==> src/rtl/ticket_counter_arbiter.sv <==
// Shared wrap-around ticket counter behind a round-robin arbiter, with the issued
// ticket and requester ID carried through a STAGES-deep valid/ready pipeline.
module ticket_counter_arbiter #(
    parameter int N      = 4,
    parameter int REQS   = 4,
    parameter int STAGES = 2,
    localparam int IDW   = $clog2(REQS)
) (
    input  logic            clk,
    input  logic            reset,
    input  logic            clr,
    input  logic [REQS-1:0] req,
    output logic [REQS-1:0] grant,
    output logic            out_valid,
    output logic [N-1:0]    out_ticket,
    output logic [IDW-1:0]  out_id,
    input  logic            out_ready,
    output logic            busy
);

    logic [N-1:0]               cnt_q, cnt_d;
    logic [IDW-1:0]             ptr_q, ptr_d;
    logic [STAGES-1:0]          vld_q, vld_d;
    logic [STAGES-1:0][N-1:0]   tkt_q, tkt_d;
    logic [STAGES-1:0][IDW-1:0] id_q, id_d;

    logic                       advance_s;
    logic                       accept_s;
    logic [IDW-1:0]             gidx_s;
    logic [IDW-1:0]             idx_s;
    logic [IDW-1:0]             ptr_inc_s;
    logic [REQS-1:0]            grant_s;
    int                         pos_s;

    // A full output slot that is not being taken freezes the whole block.
    assign advance_s = ~(vld_q[STAGES-1] & ~out_ready);

    // Round-robin search: walking downward means the candidate closest to ptr wins last.
    always_comb begin
        gidx_s = {IDW{1'b0}};
        idx_s  = {IDW{1'b0}};
        pos_s  = 0;
        for (int k = REQS - 1; k >= 0; k--) begin
            pos_s  = int'(ptr_q) + k;
            pos_s  = (pos_s >= REQS) ? (pos_s - REQS) : pos_s;
            idx_s  = IDW'(pos_s);
            gidx_s = req[idx_s] ? idx_s : gidx_s;
        end
    end

    // Grant decode, suppressed during reset, clear, stall or when nobody asks.
    always_comb begin
        grant_s = {REQS{1'b0}};
        if (!reset && !clr && advance_s && (|req)) begin
            grant_s[gidx_s] = 1'b1;
        end else begin
            grant_s = {REQS{1'b0}};
        end
    end

    assign accept_s  = |grant_s;
    assign ptr_inc_s = (gidx_s == IDW'(REQS - 1)) ? {IDW{1'b0}} : (gidx_s + IDW'(1));

    // Next state for counter, pointer and pipeline stages.
    always_comb begin
        cnt_d = cnt_q;
        ptr_d = ptr_q;
        vld_d = vld_q;
        tkt_d = tkt_q;
        id_d  = id_q;

        if (clr) begin
            cnt_d = {N{1'b0}};
            ptr_d = {IDW{1'b0}};
        end else if (accept_s) begin
            cnt_d = cnt_q + N'(1);
            ptr_d = ptr_inc_s;
        end else begin
            cnt_d = cnt_q;
            ptr_d = ptr_q;
        end

        if (advance_s) begin
            vld_d[0] = accept_s;
            tkt_d[0] = accept_s ? cnt_q : tkt_q[0];
            id_d[0]  = accept_s ? gidx_s : id_q[0];
            for (int i = 1; i < STAGES; i++) begin
                vld_d[i] = vld_q[i-1];
                tkt_d[i] = tkt_q[i-1];
                id_d[i]  = id_q[i-1];
            end
        end else begin
            vld_d = vld_q;
            tkt_d = tkt_q;
            id_d  = id_q;
        end
    end

    // State registers; reset discards anything still in flight.
    always_ff @(posedge clk or posedge reset) begin
        if (reset) begin
            cnt_q <= {N{1'b0}};
            ptr_q <= {IDW{1'b0}};
            vld_q <= {STAGES{1'b0}};
            tkt_q <= {(STAGES*N){1'b0}};
            id_q  <= {(STAGES*IDW){1'b0}};
        end else begin
            cnt_q <= cnt_d;
            ptr_q <= ptr_d;
            vld_q <= vld_d;
            tkt_q <= tkt_d;
            id_q  <= id_d;
        end
    end

    assign grant      = grant_s;
    assign out_valid  = vld_q[STAGES-1];
    assign out_ticket = tkt_q[STAGES-1];
    assign out_id     = id_q[STAGES-1];
    assign busy       = |vld_q;

    ticket_counter_arbiter_chk #(
        .N    (N),
        .REQS (REQS),
        .IDW  (IDW)
    ) u_chk (
        .clk        (clk),
        .reset      (reset),
        .grant      (grant_s),
        .out_valid  (vld_q[STAGES-1]),
        .out_ready  (out_ready),
        .out_ticket (tkt_q[STAGES-1]),
        .out_id     (id_q[STAGES-1])
    );

endmodule

// Protocol properties of the arbiter output and grant, kept apart from the datapath.
module ticket_counter_arbiter_chk #(
    parameter int N    = 4,
    parameter int REQS = 4,
    parameter int IDW  = 2
) (
    input logic            clk,
    input logic            reset,
    input logic [REQS-1:0] grant,
    input logic            out_valid,
    input logic            out_ready,
    input logic [N-1:0]    out_ticket,
    input logic [IDW-1:0]  out_id
);

    a_grant_onehot: assert property (@(posedge clk) disable iff (reset) $onehot0(grant));

    a_stall_no_grant: assert property (@(posedge clk) disable iff (reset)
        (out_valid && !out_ready) |-> (grant == {REQS{1'b0}}));

    a_stall_stable: assert property (@(posedge clk) disable iff (reset)
        (out_valid && !out_ready) |=> (out_valid && $stable(out_ticket) && $stable(out_id)));

endmodule

==> config.mk <==
export PLATFORM = sky130hd
export DESIGN_NAME = ticket_counter_arbiter
export DESIGN_NICKNAME = d
export VERILOG_FILES = /design/src/rtl/ticket_counter_arbiter.sv
export SDC_FILE = /design/constraint.sdc
export NUM_CORES = 1
export LEC_CHECK = 0
export CORE_AREA = 2 2 48 54
export DETAILED_ROUTE_END_ITERATION = 6
export DIE_AREA = 0 0 50 56
export PLACE_DENSITY = 0.74
export SETUP_SLACK_MARGIN = 0.05
export SYNTH_ARGS = -nofsm -noshare
export SYNTH_HDL_FRONTEND = slang
export SYNTH_SLANG_ARGS = --single-unit
==> constraint.sdc <==
create_clock -name clk -period 2.8 [get_ports clk]
set_input_delay 0.42 -clock clk [delete_from_list [all_inputs] [get_ports clk]]
set_output_delay 0.42 -clock clk [all_outputs]
set_load 0.1 [all_outputs]
======== Word level (Yosys, flattened, before mapping) ========
Index checks and enable logic that the tools add are counted.
storage, ports and cells
  bits in registers ....................... 20
  bits in latches ......................... 0
  memory bits (writable) .................. 0
  ROM bits ................................ 0
  bits of input ports ..................... 8
  output and inout bits ................... 12
  word-level logic and storage cells ...... 65
  memories ................................ 0
operators by class
  add/subtract/negate cells ............... 9
  $mul .................................... 0
  divide/modulo/power cells ............... 0
  magnitude comparators ................... 10
  equal/unequal tests ..................... 1
  shifts and indexed selects .............. 0
  muxes and demuxes ....................... 24
  bitwise operators ....................... 3
  reduce and logical (&&, ||, !) cells .... 11
operators with widths
  kind                                                  count
  two-way mux 2 bit                                     11
  < comparator 2 x 3 -> 1 bit (second input constant)   5
  two-way mux 4 bit                                     3
  >= comparator 3 bit (second input constant)           3
  binary-select mux 1 bit (select 2 bit)                4
  OR reduction 4 bit                                    2
  subtractor 2 x 1 -> 2 bit (second input constant)     4
  adder 2 x 2 -> 3 bit (second input constant)          2
  two-way mux 1 bit                                     5
  adder 4 x 1 -> 4 bit (second input constant)          1
  logical AND 1 bit                                     4
  adder 2 x 1 -> 3 bit (second input constant)          1
  >= comparator 2 x 3 -> 1 bit (second input constant)  1
  adder 2 x 1 -> 2 bit (second input constant)          1
  demux 1 bit (select 2 bit)                            1
  == test 2 bit (second input constant)                 1
  >= comparator 2 x 1 -> 1 bit (second input constant)  1
  logical NOT 1 bit                                     2
  inverter 1 bit                                        2
  AND reduction 2 bit                                   1
  nonzero test 2 bit                                    1
  OR reduction 2 bit                                    1
  bitwise AND 1 bit                                     1

======== Logic depth before layout (Yosys ltp) ========
  depth after elaboration ................. 17
  depth in mapped cells ................... 11
  mapped depth without buffers ............ 9

======== Least setup slack after synthesis ========
Ideal clock, no wire load.
  path kind ............................... flip-flop to output port
  start ................................... register vld_q[1]
  end ..................................... output grant[1]
  arrival ................................. 2.352 ns
  data required time ...................... 2.380 ns
  slack ................................... 0.028 ns
  cell stages (with the launch flop) ...... 5
  path buffers ............................ 1
  path through ............................ dfrtp_1 -> nor2b_1 -> buf_6 -> nor4_1 -> and2_1
on the way
  cells in the longest elaborated chain, start to end .. 5
RTL lines
  what                            line  text
  start, declared                 23    logic [STAGES-1:0] vld_q, vld_d;
  start signal, assigned          104   vld_q <= {STAGES{1'b0}};
  start signal, assigned          110   vld_q <= vld_d;
  bitwise AND 1 bit               36    assign advance_s = ~(vld_q[STAGES-1] & ~out_ready);
  inverter 1 bit (no line)        --
  logical AND 1 bit (2 in a row)  54    if (!reset && !clr && advance_s && (|req)) begin
  two-way mux 4 bit               54
  end, declared                   13    output logic [REQS-1:0] grant,
Every way passes these cells.

======== Worst setup path after layout ========
  start ................................... input req[2]
  end ..................................... register id_q[0] in the netlist's numbering
on the way
  cells in the longest elaborated chain, start to end .. 13
  elaborated cells between the ends (all ways) .. 22
  classes of those cells .................. order compare: 2; mux: 15; reduce/logical: 5
RTL lines
  what                                                                                               line  text
  start, declared                                                                                    12    input logic [REQS-1:0] req,
  binary-select mux 1 bit (select 2 bit)                                                             47    gidx_s = req[idx_s] ? idx_s : gidx_s;
  two-way mux 1 bit (implied by the code)                                                            47
  two-way mux 2 bit (3 in a row)                                                                     47
  two-way mux 2 bit *                                                                                47
  named net gidx_s[1]                                                                                29    logic [IDW-1:0] gidx_s;
  < comparator 2 x 3 -> 1 bit (implied by the code) or >= comparator 2 x 1 -> 1 bit (tied branches)  55    grant_s[gidx_s] = 1'b1;
  logical AND 1 bit (implied by the code)                                                            55
  two-way mux 1 bit (implied by the code)                                                            55
  demux 1 bit (select 2 bit) *                                                                       55
  two-way mux 4 bit *                                                                                54
  OR reduction 4 bit *                                                                               61    assign accept_s = |grant_s;
  AND reduction 2 bit (no line) *                                                                    --
  end signal, assigned                                                                               106   id_q <= {(STAGES*IDW){1'b0}};
  end signal, assigned                                                                               112   id_q <= id_d;
  end, declared                                                                                      25    logic [STAGES-1:0][IDW-1:0] id_q, id_d;
Mark *: on every way through the listed nets, which the timed path passes. The rest lies on a longest branch. The select of a mux whose other input is x is not followed.
A chain may end at the register's enable or synchronous reset.

==> out/metrics.cfg <==
[status]
status=completed

[setup_path]
rr_worst_depth=8
rrSetupSlack_ns=0.41
cp-start-kind=primary input
critical_path_class=primary input to register
cp_max_fo=5
worstReg2RegEnd=id_q[0]
r2r_start=ptr_q[0]
end_kind=register
worstPathArrival_ns=2.79
crit_required_ns=2.98

[global_routing]
grt_pass1_wl_um=3150
track_usage_pct=14.7
grt_pass1_vias=782
gr-total-overflow=0
grt_max_degree=21
antenna_found_initial=0

[floorplan]
num_rows=18
dieArea_um2=2800
start_util_pct=48.3
pin_count=20
die_y_um=56
die_w_um=50
core_region_area_um2=2230

[synthesis]
avgSynthCellArea_um2=12.0
async_flop_share_pct=100
yosysTopAreaCell=dfrtp_1
seq_area_frac_synth_pct=46.5
synth_compound_area_share_pct=6.05
ys_types=28
synth_edf_count=0
netlist_top_cells_area=dfrtp_1 47%, mux2_2 13%, ha_1 5.8%
syn_area_um2=1080
synth_xor_area_share_pct=0
ys.warnings.count=0
synth_top_family_by_area=simple AND/OR/NAND/NOR gates
synthDominantCellAreaShare_pct=46.5
ys_ff_latch=20
muxShareOfSynthArea_pct=13.5
synthAdderAreaFrac_pct=5.81
synthesis.nets=103
syn_inst=90
synth_top_flop_cell=dfrtp_1
synth_simple_gate_area_share_pct=18.6

[detailed_routing]
wl_per_cell_um=12.8
avgViaCountPerCell=5.30
vias=763
dr.first_iter.drc_count=7
wirelength_um=1840
drtPass1Iterations=4
drtAntennaViolNets=0
drc=0

[sta]
hold_violations=0
rsz0062_at_grt=false
worstMarginPinSlew_ns=0.733
drv_slew=0
fmax_ghz=0.383
holdWs_ns=0.499
tns_ns=0
fin_crit_sh_pct=93.2
finalSetupViolCount=0
finalClockSkew_ns=0.00644
slew_headroom_pct=51.1
finalCriticalPeriod_ns=2.61
final.setup.worst_slack_ns=0.191

[cts]
h-tree-depth=1
post_cts_resize_count=0
path_clk_slew_ns=0.10
hold_buffers=0
cts_root_buf=clkbuf_4
clk_latency_ns=0.29
cts_tree=built
cts_sinks=20
cts_buffer_depth=2
cts_setup_buffers=0
numCtsBuffers=3

[min_path]
min_path_cells=1
worstHoldStart=tkt_q[0]
hold_class=register to register
min_to=out_ticket[0]

[power_and_ir_drop]
pwr-share-clk_pct=11.4
powerDensity_nw_per_um2=822
switching_share_pct=46.9
p_leak_nw=0.647
intPower_mw=0.598
total_power_mw=1.13
max-vdd-ir-drop_mv=0.701
combPwrFrac_pct=53.1
switchingPower_mw=0.528
power_frac_seq_pct=35.5

[placement]
portBuffers=19
place_hpwl_um=1390
gp_congestion=0.761
dpl_worst_slack_ns=-0.139

[layout]
diodes=0
syn2layout_area_growth_pct=27.2
drive_above_1_share_pct=43.9
nets=129

[flow_run]
cap_violations=0

==> synth_stat cells, types with 3 or more instances <==
library cell,count
mux2_2,12
nand3b_1,4
buf_4,6
dfrtp_1,20
and2_1,3
o21ai_0,4
ha_1,5
nor2b_1,4
nand2b_1,3
inv_1,4
==> through the flow <==
stage	std cells	instance area (µm²)	util (%)
finish	144	1370	61.4
global route	144	1370	61.4
CTS	143	1340	60.0
detailed placement	140	1320	59.0
global placement	140	1320	59.0
floorplan	90	1080	-
==> layer usage <==
layer  vias up  track usage (%)  wire [µm]
met2        28             25.6        891
met4         0             8.33         49
li1        361                -          -
met3         4             2.69         80
met5         -                0          0
met1       370             16.4        820
==> power groups by stage <==
stage,logic (mW),registers (mW),clock network [mW]
global route,0.630,0.411,0.143
floorplan,0.471,0.423,0
finish,0.597,0.400,0.129
global placement,0.579,0.401,0
detailed placement,0.584,0.405,0
CTS,0.586,0.398,0.133
==> layout make-up <==
| cell class | instances | area, µm² |
|---|---|---|
| Clock buffer | 3 | 22.5 |
| Fill cell | 193 | 861 |
| Inverter | 4 | 15.0 |
| Multi-Input combinational cell | 58 | 508 |
| Sequential cell | 20 | 500 |
| Tap cell | 30 | 37.5 |
| Timing Repair Buffer | 29 | 285 |
==> placed cells by master, fill, tap and decap left out <==
| cell type | n |
|---|---|
| dfrtp_1 | 20 |
| buf_4 | 18 |
| mux2_2 | 12 |
| clkdlybuf4s50_1 | 7 |
| ha_1 | 5 |
| nor2b_1 | 4 |
| nand3b_1 | 4 |
| and2_2 | 4 |
| buf_12 | 4 |
| nand2b_1 | 3 |
| o21ai_0 | 3 |
| inv_1 | 3 |
| clkbuf_4 | 3 |
| a21oi_2 | 2 |
| nor4_1 | 2 |
| nor2_1 | 2 |
| nand4bb_4 | 2 |
| or2_2 | 2 |
| nand3_1 | 2 |
| nand2_1 | 2 |
| o32a_1 | 1 |
| or4_4 | 1 |
| or3_1 | 1 |
| o21ai_2 | 1 |
| mux2i_1 | 1 |
| o21a_1 | 1 |
| a21oi_1 | 1 |
| nor3_1 | 1 |
| o21ai_1 | 1 |
| inv_2 | 1 |
==> critical path, stage by stage <==
cell and delay, ns:
clkdlybuf4s50_1 0.42, nor2b_1 0.15, buf_4 0.13, o32a_1 0.39, ha_1 0.22, or4_4 0.57
nand4bb_4 0.15, mux2_2 0.34
==> logic make-up after synthesis <==
group / after synthesis
flip-flops: 20
buffers and inverters: 13
adder cells (fa/ha/maj): 5
AND/OR/NAND/NOR: 29
multiplexers: 13
AO/OA/AOI/OAI: 10
==> worst max path at each step <==
| stage | start | endpoint | slack (ns) | cells after the start |
|---|---|---|---|---|
| floorplan | req[2] | id_q[0] | 0.19 | 9 |
| global placement | req[2] | tkt_q[3] | -0.1 | 10 |
| detailed placement | req[2] | id_q[0] | -0.14 | 10 |
| CTS | req[2] | id_q[0] | 0.18 | 10 |
| global route | req[0] | cnt_q[0] | 0.05 | 12 |
| finish | req[2] | id_q[0] | 0.19 | 8 |
==> flip-flops by register name (all words and copies together), names as in the netlist <==
signal,cells
out_id,2
out_ticket,4
id_q,2
cnt_q,4
vld_q,2
ptr_q,2
tkt_q,4
(Power assumes the default switching activity.)
